===== src/rtl/xor_puf_eval_ctrl.sv =====
`timescale 1ns/1ps
// xor_puf_eval_ctrl
// Sequences reset and excitation of an XOR-PUF cell array and repeats the
// evaluation N_EVAL times. It majority-votes each response bit across those
// evaluations and flags every bit that did not agree on all of them.
// The array's responses are asynchronous to clk and pass through a
// free-running two-flop synchronizer before they are counted.
module xor_puf_eval_ctrl #(
    parameter int N_BITS     = 128,
    parameter int N_EVAL     = 5,
    parameter int RST_CYC    = 4,
    parameter int SETTLE_CYC = 8
) (
    input  logic                          clk,
    input  logic                          rst_n,
    input  logic                          start,
    input  logic [N_BITS-1:0]             puf_out,
    output logic                          puf_rn,
    output logic                          puf_i1,
    output logic                          puf_i2,
    output logic                          busy,
    output logic                          done,
    output logic [N_BITS-1:0]             key,
    output logic [N_BITS-1:0]             unstable,
    output logic [$clog2(N_BITS+1)-1:0]   unstable_cnt
);

    localparam int CNT_W  = $clog2(N_BITS + 1);
    localparam int ONES_W = $clog2(N_EVAL + 1);
    localparam int EVAL_W = $clog2(N_EVAL + 1);
    localparam int PH_MAX = (RST_CYC > SETTLE_CYC) ? ((RST_CYC > 2) ? RST_CYC : 2)
                                                   : ((SETTLE_CYC > 2) ? SETTLE_CYC : 2);
    localparam int PH_W   = $clog2(PH_MAX + 1);

    localparam logic [PH_W-1:0]   ARM_LAST  = PH_W'(RST_CYC - 1);
    localparam logic [PH_W-1:0]   FIRE_LAST = PH_W'(SETTLE_CYC - 1);
    localparam logic [PH_W-1:0]   CAPT_LAST = PH_W'(1);
    localparam logic [EVAL_W-1:0] EVAL_LAST = EVAL_W'(N_EVAL - 1);
    localparam logic [ONES_W-1:0] ONES_ALL  = ONES_W'(N_EVAL);
    localparam logic [ONES_W-1:0] ONES_HALF = ONES_W'(N_EVAL / 2);

    // An even evaluation count would allow tied votes, so it is refused at elaboration.
    generate
        if (N_EVAL < 1 || N_EVAL > 15 || (N_EVAL % 2) == 0) begin : g_bad_n_eval
            $error("xor_puf_eval_ctrl: N_EVAL must be odd and within 1..15");
        end
        if (RST_CYC < 1 || SETTLE_CYC < 1) begin : g_bad_windows
            $error("xor_puf_eval_ctrl: RST_CYC and SETTLE_CYC must be at least 1");
        end
    endgenerate

    typedef enum logic [2:0] {
        IDLE,
        ARM,
        FIRE,
        CAPT,
        ACC,
        FIN
    } state_t;

    state_t              state;
    state_t              next_state;
    logic [PH_W-1:0]     phase;
    logic [EVAL_W-1:0]   eval_cnt;
    logic [ONES_W-1:0]   ones [N_BITS];
    logic [N_BITS-1:0]   sync_q1;
    logic [N_BITS-1:0]   sync_q2;
    logic                drive_q;

    logic                drive_d;
    logic                busy_d;
    logic                done_d;
    logic [N_BITS-1:0]   key_d;
    logic [N_BITS-1:0]   unstable_d;
    logic [CNT_W-1:0]    unstable_cnt_d;

    // Free-running two-flop synchronizer on every response bit.
    always_ff @(posedge clk or negedge rst_n) begin
        if (!rst_n) begin
            sync_q1 <= '0;
            sync_q2 <= '0;
        end else begin
            sync_q1 <= puf_out;
            sync_q2 <= sync_q1;
        end
    end

    // State register.
    always_ff @(posedge clk or negedge rst_n) begin
        if (!rst_n) begin
            state <= IDLE;
        end else begin
            state <= next_state;
        end
    end

    // Next-state logic; each timed state leaves once its phase counter reaches its last cycle.
    always_comb begin
        next_state = state;
        case (state)
            IDLE: if (start) next_state = ARM;
            ARM:  if (phase == ARM_LAST) next_state = FIRE;
            FIRE: if (phase == FIRE_LAST) next_state = CAPT;
            CAPT: if (phase == CAPT_LAST) next_state = ACC;
            ACC:  next_state = (eval_cnt == EVAL_LAST) ? FIN : ARM;
            FIN:  next_state = IDLE;
            default: next_state = IDLE;
        endcase
    end

    // Output decode from the next state, so the registered array drive lines up with the state.
    always_comb begin
        drive_d = (next_state == FIRE) || (next_state == CAPT) || (next_state == ACC);
        busy_d  = (next_state != IDLE);
        done_d  = (state == FIN);
    end

    // Registered control outputs; I1, I2 and RN all come from one flop so they switch together.
    always_ff @(posedge clk or negedge rst_n) begin
        if (!rst_n) begin
            drive_q <= 1'b0;
            busy    <= 1'b0;
            done    <= 1'b0;
        end else begin
            drive_q <= drive_d;
            busy    <= busy_d;
            done    <= done_d;
        end
    end

    assign puf_rn = drive_q;
    assign puf_i1 = drive_q;
    assign puf_i2 = drive_q;

    // Cycle counter within ARM/FIRE/CAPT, restarted on every state change.
    always_ff @(posedge clk or negedge rst_n) begin
        if (!rst_n) begin
            phase <= '0;
        end else if (state != next_state || state == IDLE) begin
            phase <= '0;
        end else begin
            phase <= phase + 1'b1;
        end
    end

    // Per-bit ones counters and evaluation counter; cleared on an accepted start, advanced in ACC.
    always_ff @(posedge clk or negedge rst_n) begin
        if (!rst_n) begin
            eval_cnt <= '0;
            for (int i = 0; i < N_BITS; i++) ones[i] <= '0;
        end else if (state == IDLE && start) begin
            eval_cnt <= '0;
            for (int i = 0; i < N_BITS; i++) ones[i] <= '0;
        end else if (state == ACC) begin
            eval_cnt <= eval_cnt + 1'b1;
            for (int i = 0; i < N_BITS; i++) ones[i] <= ones[i] + ONES_W'(sync_q2[i]);
        end
    end

    // Majority vote, instability flags and their popcount from the finished counters.
    always_comb begin
        key_d          = '0;
        unstable_d     = '0;
        unstable_cnt_d = '0;
        for (int i = 0; i < N_BITS; i++) begin
            key_d[i]       = (ones[i] > ONES_HALF);
            unstable_d[i]  = (ones[i] != '0) && (ones[i] != ONES_ALL);
            unstable_cnt_d = unstable_cnt_d + CNT_W'(unstable_d[i]);
        end
    end

    // Result registers only change in FIN and otherwise hold the previous run's outcome.
    always_ff @(posedge clk or negedge rst_n) begin
        if (!rst_n) begin
            key          <= '0;
            unstable     <= '0;
            unstable_cnt <= '0;
        end else if (state == FIN) begin
            key          <= key_d;
            unstable     <= unstable_d;
            unstable_cnt <= unstable_cnt_d;
        end
    end

endmodule


===== config.mk =====
export PLATFORM = sky130hd
export DESIGN_NAME = xor_puf_eval_ctrl
export DESIGN_NICKNAME = d
export VERILOG_FILES = /design/src/rtl/xor_puf_eval_ctrl.sv
export SDC_FILE = /design/constraint.sdc
export NUM_CORES = 2
export LEC_CHECK = 0
export CORE_MARGIN = 2
export CORE_UTILIZATION = 57
export CTS_CLUSTER_DIAMETER = 100
export DETAILED_ROUTE_END_ITERATION = 12
export GPL_TIMING_DRIVEN = 0
export HOLD_SLACK_MARGIN = 0.06
export PLACE_DENSITY = 0.8
export SYNTH_ARGS = -nofsm -noshare
export SYNTH_HDL_FRONTEND = slang
export SYNTH_SLANG_ARGS = --single-unit

===== constraint.sdc =====
create_clock -name clk -period 8.6 [get_ports clk]
set_clock_uncertainty 0.2 [all_clocks]
set_input_delay 1.72 -clock clk [delete_from_list [all_inputs] [get_ports clk]]
set_output_delay 1.72 -clock clk [all_outputs]
set_load 0.02 [all_outputs]

-- Word level (Yosys, flattened, before mapping)
Cells that the tools add are included.
Widths: inputs -> output; s select.
- word-level logic and storage cells: 939
- output and inout port bits: 269
- bits in registers: 917
- bits of input ports: 131
- $add $sub $neg: 257
- reductions and logical operators: 263
- muxes and demuxes: 11
- magnitude comparators: 128
- eq/ne operators: 141
- operators with widths (operator ; number):
    $add 8x1->8 ; 120
    $mux 384 ; 2
    $reduce_bool 3->1 ; 129
    $add 3x1->3 ; 128
    $gt 3x2->1 const B ; 128
    $ne 3x3->1 const B ; 128
    $logic_and 1x1->1 ; 129
    $mux 3 ; 7
    $pmux 3 s5 ; 1
    $eq 3x2->1 const B ; 4
    $eq 3x3->1 const B ; 4
    $add 7x1->8 ; 1
    $add 6x1->7 ; 1
    $add 5x1->6 ; 1
    $add 4x1->5 ; 1
    $add 3x1->4 ; 1
    $add 4x1->4 const B ; 1
    $eq 4x1->1 const B ; 1
    $eq 4x2->1 const B ; 1
    $eq 4x3->1 const B ; 1
    $mux 4 ; 1
    $add 2x1->3 ; 1
    $add 3x1->3 const B ; 1
    $eq 3x1->1 const B ; 1
    5 further kinds ; 7

-- Longest topological paths before layout
- depth after elaboration: 129
- mapped depth: 25
- depth with buffers taken out: 25

-- Worst setup path before layout
OpenSTA, ideal clock, no wires.
- path type: flip-flop to flip-flop
- start point: register ones[132] in the netlist's numbering
- end point: register unstable_cnt[5]
- setup time: 133 ps
- slack: 1339 ps
- arrival: 6927 ps
- path buffers: 0
- clock period less this slack: 7261 ps
- cell stages (with the launch flop): 25
- path through: dfrtp_1 -> xor2_1 -> nor2_1 -> fa_1 -> fa_1 -> inv_1 -> fa_1 -> inv_1 -> fa_1 -> inv_1 -> fa_1 -> inv_1 -> fa_1 -> inv_1 -> fa_1 -> fa_1 -> fa_1 -> inv_1 -> fa_1 -> inv_1 -> ha_1 -> a211oi_1 -> nor2_1 -> a311oi_1 -> o21ai_0
- longest elaborated chain between the ends: 47
- RTL lines (item ; RTL line ; source):
    start, declared ; 65 ; logic [ONES_W-1:0] ones [N_BITS];
    $ne 3x3->1 or $reduce_bool 3->1 (tied branches) ; 167 ; unstable_d[i] = (ones[i] != '0) && (ones[i] != ONES_ALL);
    $logic_and 1x1->1 * ; 167 ;
    $add 8x1->8 * (45 in series) ; 168 ; unstable_cnt_d = unstable_cnt_d + CNT_W'(unstable_d[i]);
    end signal, assigned ; 181 ; unstable_cnt <= unstable_cnt_d;
    end, declared ; 25 ; output logic [$clog2(N_BITS+1)-1:0] unstable_cnt
Every way passes the cells marked *; elsewhere a longest branch is shown, timed or not.
A chain may end at the register's enable or synchronous reset.

-- Final worst setup path
- start point: register ones[126] in the netlist's numbering
- end point: register unstable_cnt[5]
- longest elaborated chain between the ends: 45
- RTL lines (item ; RTL line):
    $ne 3x3->1 or $reduce_bool 3->1 (tied branches) ; 167
    $logic_and 1x1->1 * ; 167
    $add 8x1->8 * (43 in series) ; 168
Marked as above.

==> out/qor.csv <==
stage;metric;value;unit
drt;firstDrtPassIters;5;
timing;rsz0062_at_grt;false;
clock_tree;clk_path_buf_depth;3;
clock_tree;worstSkewPairLatency;650;ps
timing;setup_viol;0;
finish;final_core_util;70.1;%
timing;period_needed;8280;ps
critical_path;worstSetupEndpointType;register;
timing;setup-tns-final;0;ps
finish;fillers;4810;
clock_tree;cts-root-buf;clkbuf_16;
yosys;syn_area_per_cell;12.2;sq um
timing;setup_ws;320;ps
clock_tree;numClockSinks;917;
grt;grt_pass1_vias;27900;
floorplanning;die_h;268;um
critical_path;cp.arrival;8570;ps
finish;final-seq-area;22900;sq um
drt;avgRoutedWirePerCell;21.6;um
placed_design;gp_congestion;0.872;
floorplanning;ios;400;
pwr;ir_drop;1070;uV
timing;slew_violations;0;
critical_path;critPathKind;register to register;
yosys;syn_nets;3798;
run_status;status;complete, no violations;
critical_path;required;8890;ps
floorplanning;dieArea;72000;sq um
placed_design;io_buffer_count;399;
yosys;synth_cells;3267;
yosys;ys_types;42;
timing;worstMarginPinSlew;811;ps
clock_tree;cts_resized;0;
finish;drive_gt1_share;8.72;%
finish;area_delta_synth_final;21.2;%
job;cap_violations;0;
grt;grt_first_pass_wirelength;159000;um
yosys;seq_area_frac_synth;57.6;%
hold_path;hold_class;register to register;
drt;drt-total-wl;103000;um
drt;detail-route-antenna-nets;0;
grt;grt-ovfl-total;0;
pwr;power.leakage;23.7;nW
pwr;power.density;391;nW/um^2
placed_design;dp_hpwl;73400;um
clock_tree;numCtsBuffers;93;
drt;vias_per_cell;5.69;
placed_design;dp_cells;4605;
clock_tree;hold_buffers;0;
drt;drtIter0Drc;2045;
placed_design;pre_cts_ws;445;ps
finish;final_cells;4773;
drt;num_vias;27100;
floorplanning;fp.dieW;268;um
clock_tree;tritoncts;done;
timing;hold_viol;0;
finish;nets;4300;
drt;route.detailed.drc;0;
timing;slew_headroom;45.9;%
critical_path;crit_fanout;4;
clock_tree;cts_setup_buffers;0;
yosys;synth_area;39800;sq um
clock_tree;clk_pin_slew;60;ps
clock_tree;htreeDepth;3;
floorplanning;core-area;68900;sq um
grt;track_usage;29.1;%
grt;grt_max_degree;126;
pwr;total_power;18.9;mW
floorplanning;rows;96;
timing;fmax;121;MHz
yosys;ys_seq_elements;917;
grt;antenna_found_initial;2;
timing;period_share;96.3;%
floorplanning;initial_core_util;57.8;%
finish;multi_input_area;15700;sq um
yosys;ys_warn_count;0;
critical_path;start_kind;register;
## cells in the mapped netlist, drive strengths merged
master / n / area, sq um
a211oi: 4 / 30.0
a21o: 2 / 15.0
a21oi: 391 / 1960
a22o: 257 / 2250
a311oi: 1 / 8.76
a41oi: 1 / 8.76
and3b: 1 / 8.76
buf: 108 / 554
clkbuf: 45 / 169
dfrtp: 917 / 22900
fa: 115 / 2300
ha: 285 / 3570
inv: 116 / 435
mux2: 70 / 788
mux2i: 1 / 10.0
nand2: 323 / 1210
nand2b: 71 / 444
nand3: 3 / 15.0
nand3b: 2 / 27.5
nand4: 2 / 12.5
nor2: 201 / 754
nor2b: 1 / 6.26
nor3: 4 / 31.3
nor3b: 1 / 7.51
nor4b: 1 / 8.76
nor4bb: 2 / 20.0
o211a: 1 / 10.0
o211ai: 2 / 15.0
o21a: 3 / 22.5
o21ai: 198 / 995
o31a: 2 / 17.5
o31ai: 2 / 15.0
or3: 2 / 12.5
or3b: 1 / 8.76
xnor2: 71 / 622
xor2: 60 / 526
## layer usage
layer  vias to the layer above  global-route usage, %  wire [um]
li1                      12200                      -          -
met3                       190                   5.18       6770
met2                       859                   47.2      49500
met1                     13800                   39.7      42800
met5                         -                      0         11
met4                         2                   10.8       3770
## final cells by class
| type | count | area share (%) |
|---|---|---|
| antenna | 1 | 0.00518 |
| buffer | 153 | 1.50 |
| clock buffer | 144 | 5.80 |
| clock inverter | 23 | 0.570 |
| inverter | 116 | 0.902 |
| multi-input combinational | 2081 | 32.6 |
| sequential | 917 | 47.5 |
| tap | 931 | 2.41 |
| timing repair buffer | 407 | 8.74 |
## cell families after synthesis
| logic type | after synthesis | share of synthesized area [%] |
|---|---|---|
| AO/OA/AOI/OAI | 864 | 13.4 |
| XOR/XNOR | 131 | 2.88 |
| adder cells (fa/ha/maj) | 400 | 14.7 |
| buffers and inverters | 269 | 2.91 |
| flip-flops | 917 | 57.6 |
| multiplexers | 71 | 2.00 |
| AND/OR/NAND/NOR | 615 | 6.45 |
## final timing paths
kind	depth (start not counted)	slack (ps)	startpoint	to
max	24	320	ones[126]$_DFFE_PN0P_	unstable_cnt[5]$_DFFE_PN0P_
min	0	140	sync_q1[9]$_DFF_PN0_	sync_q2[9]$_DFF_PN0_
max reg2reg	24	320	ones[126]$_DFFE_PN0P_	unstable_cnt[5]$_DFFE_PN0P_
min reg2reg	0	140	sync_q1[9]$_DFF_PN0_	sync_q2[9]$_DFF_PN0_
max in group asynchronous	5	4980	rst_n	key[62]$_DFFE_PN0P_
min in group asynchronous	1	870	rst_n	key[8]$_DFFE_PN0P_
## flip-flops by register name, indices dropped and copies added (netlist names)
register and flops:
ones 384, key 128, sync_q1 128, sync_q2 128, unstable 128, unstable_cnt 8
phase 4, eval_cnt 3, state 3, busy 1, done 1, puf_i1 1
## report_power, final
part	total [mW]	switching [mW]	internal [mW]
Combinational	9.25	5.30	3.95
Clock	4.08	1.70	2.39
Sequential	5.54	0.582	4.96
## critical path: stages, from the launching register on
cell and delay, ps:
dfrtp_1 420, xor2_1 170, nor2_1 290, fa_1 510
fa_1 490, inv_1 70, fa_1 620, inv_1 90
fa_1 530, inv_1 60, fa_1 480, inv_1 50
fa_1 490, inv_1 50, fa_1 490, fa_1 460
fa_1 510, inv_1 50, fa_1 590, inv_1 60
ha_1 320, a211oi_1 370, nor2_1 170, a311oi_1 420
o21ai_0 140
## cells in the final DEF (no fill, tap or decap), types with 3 or more instances in the layout
master,n
a21oi_1,391
a211oi_1,4
nand2b_1,71
inv_6,3
buf_16,8
o21a_1,3
bufinv_16,5
clkbuf_8,24
clkbuf_16,95
mux2_2,70
dfrtp_1,917
o21ai_0,197
nor2_1,201
xor2_1,60
clkdlybuf4s50_1,398
clkinv_2,11
clkbuf_1,70
xnor2_1,71
nand3_1,3
buf_2,104
inv_1,114
ha_1,285
buf_4,3
fa_1,115
nor3_1,3
nand2_1,323
a22o_1,257
## metrics by stage
| stage | cell area, sq um | hold WS, ps |
|---|---|---|
| 6_report | 48300 | 143 |
| 5_1_grt | 48300 | 151 |
| 4_1_cts | 48300 | 146 |
| 3_5_place_dp | 45200 | 135 |
| 3_3_place_gp | 45000 | 132 |
| 2_1_floorplan | 39800 | 131 |
(Power assumes the default switching activity.)
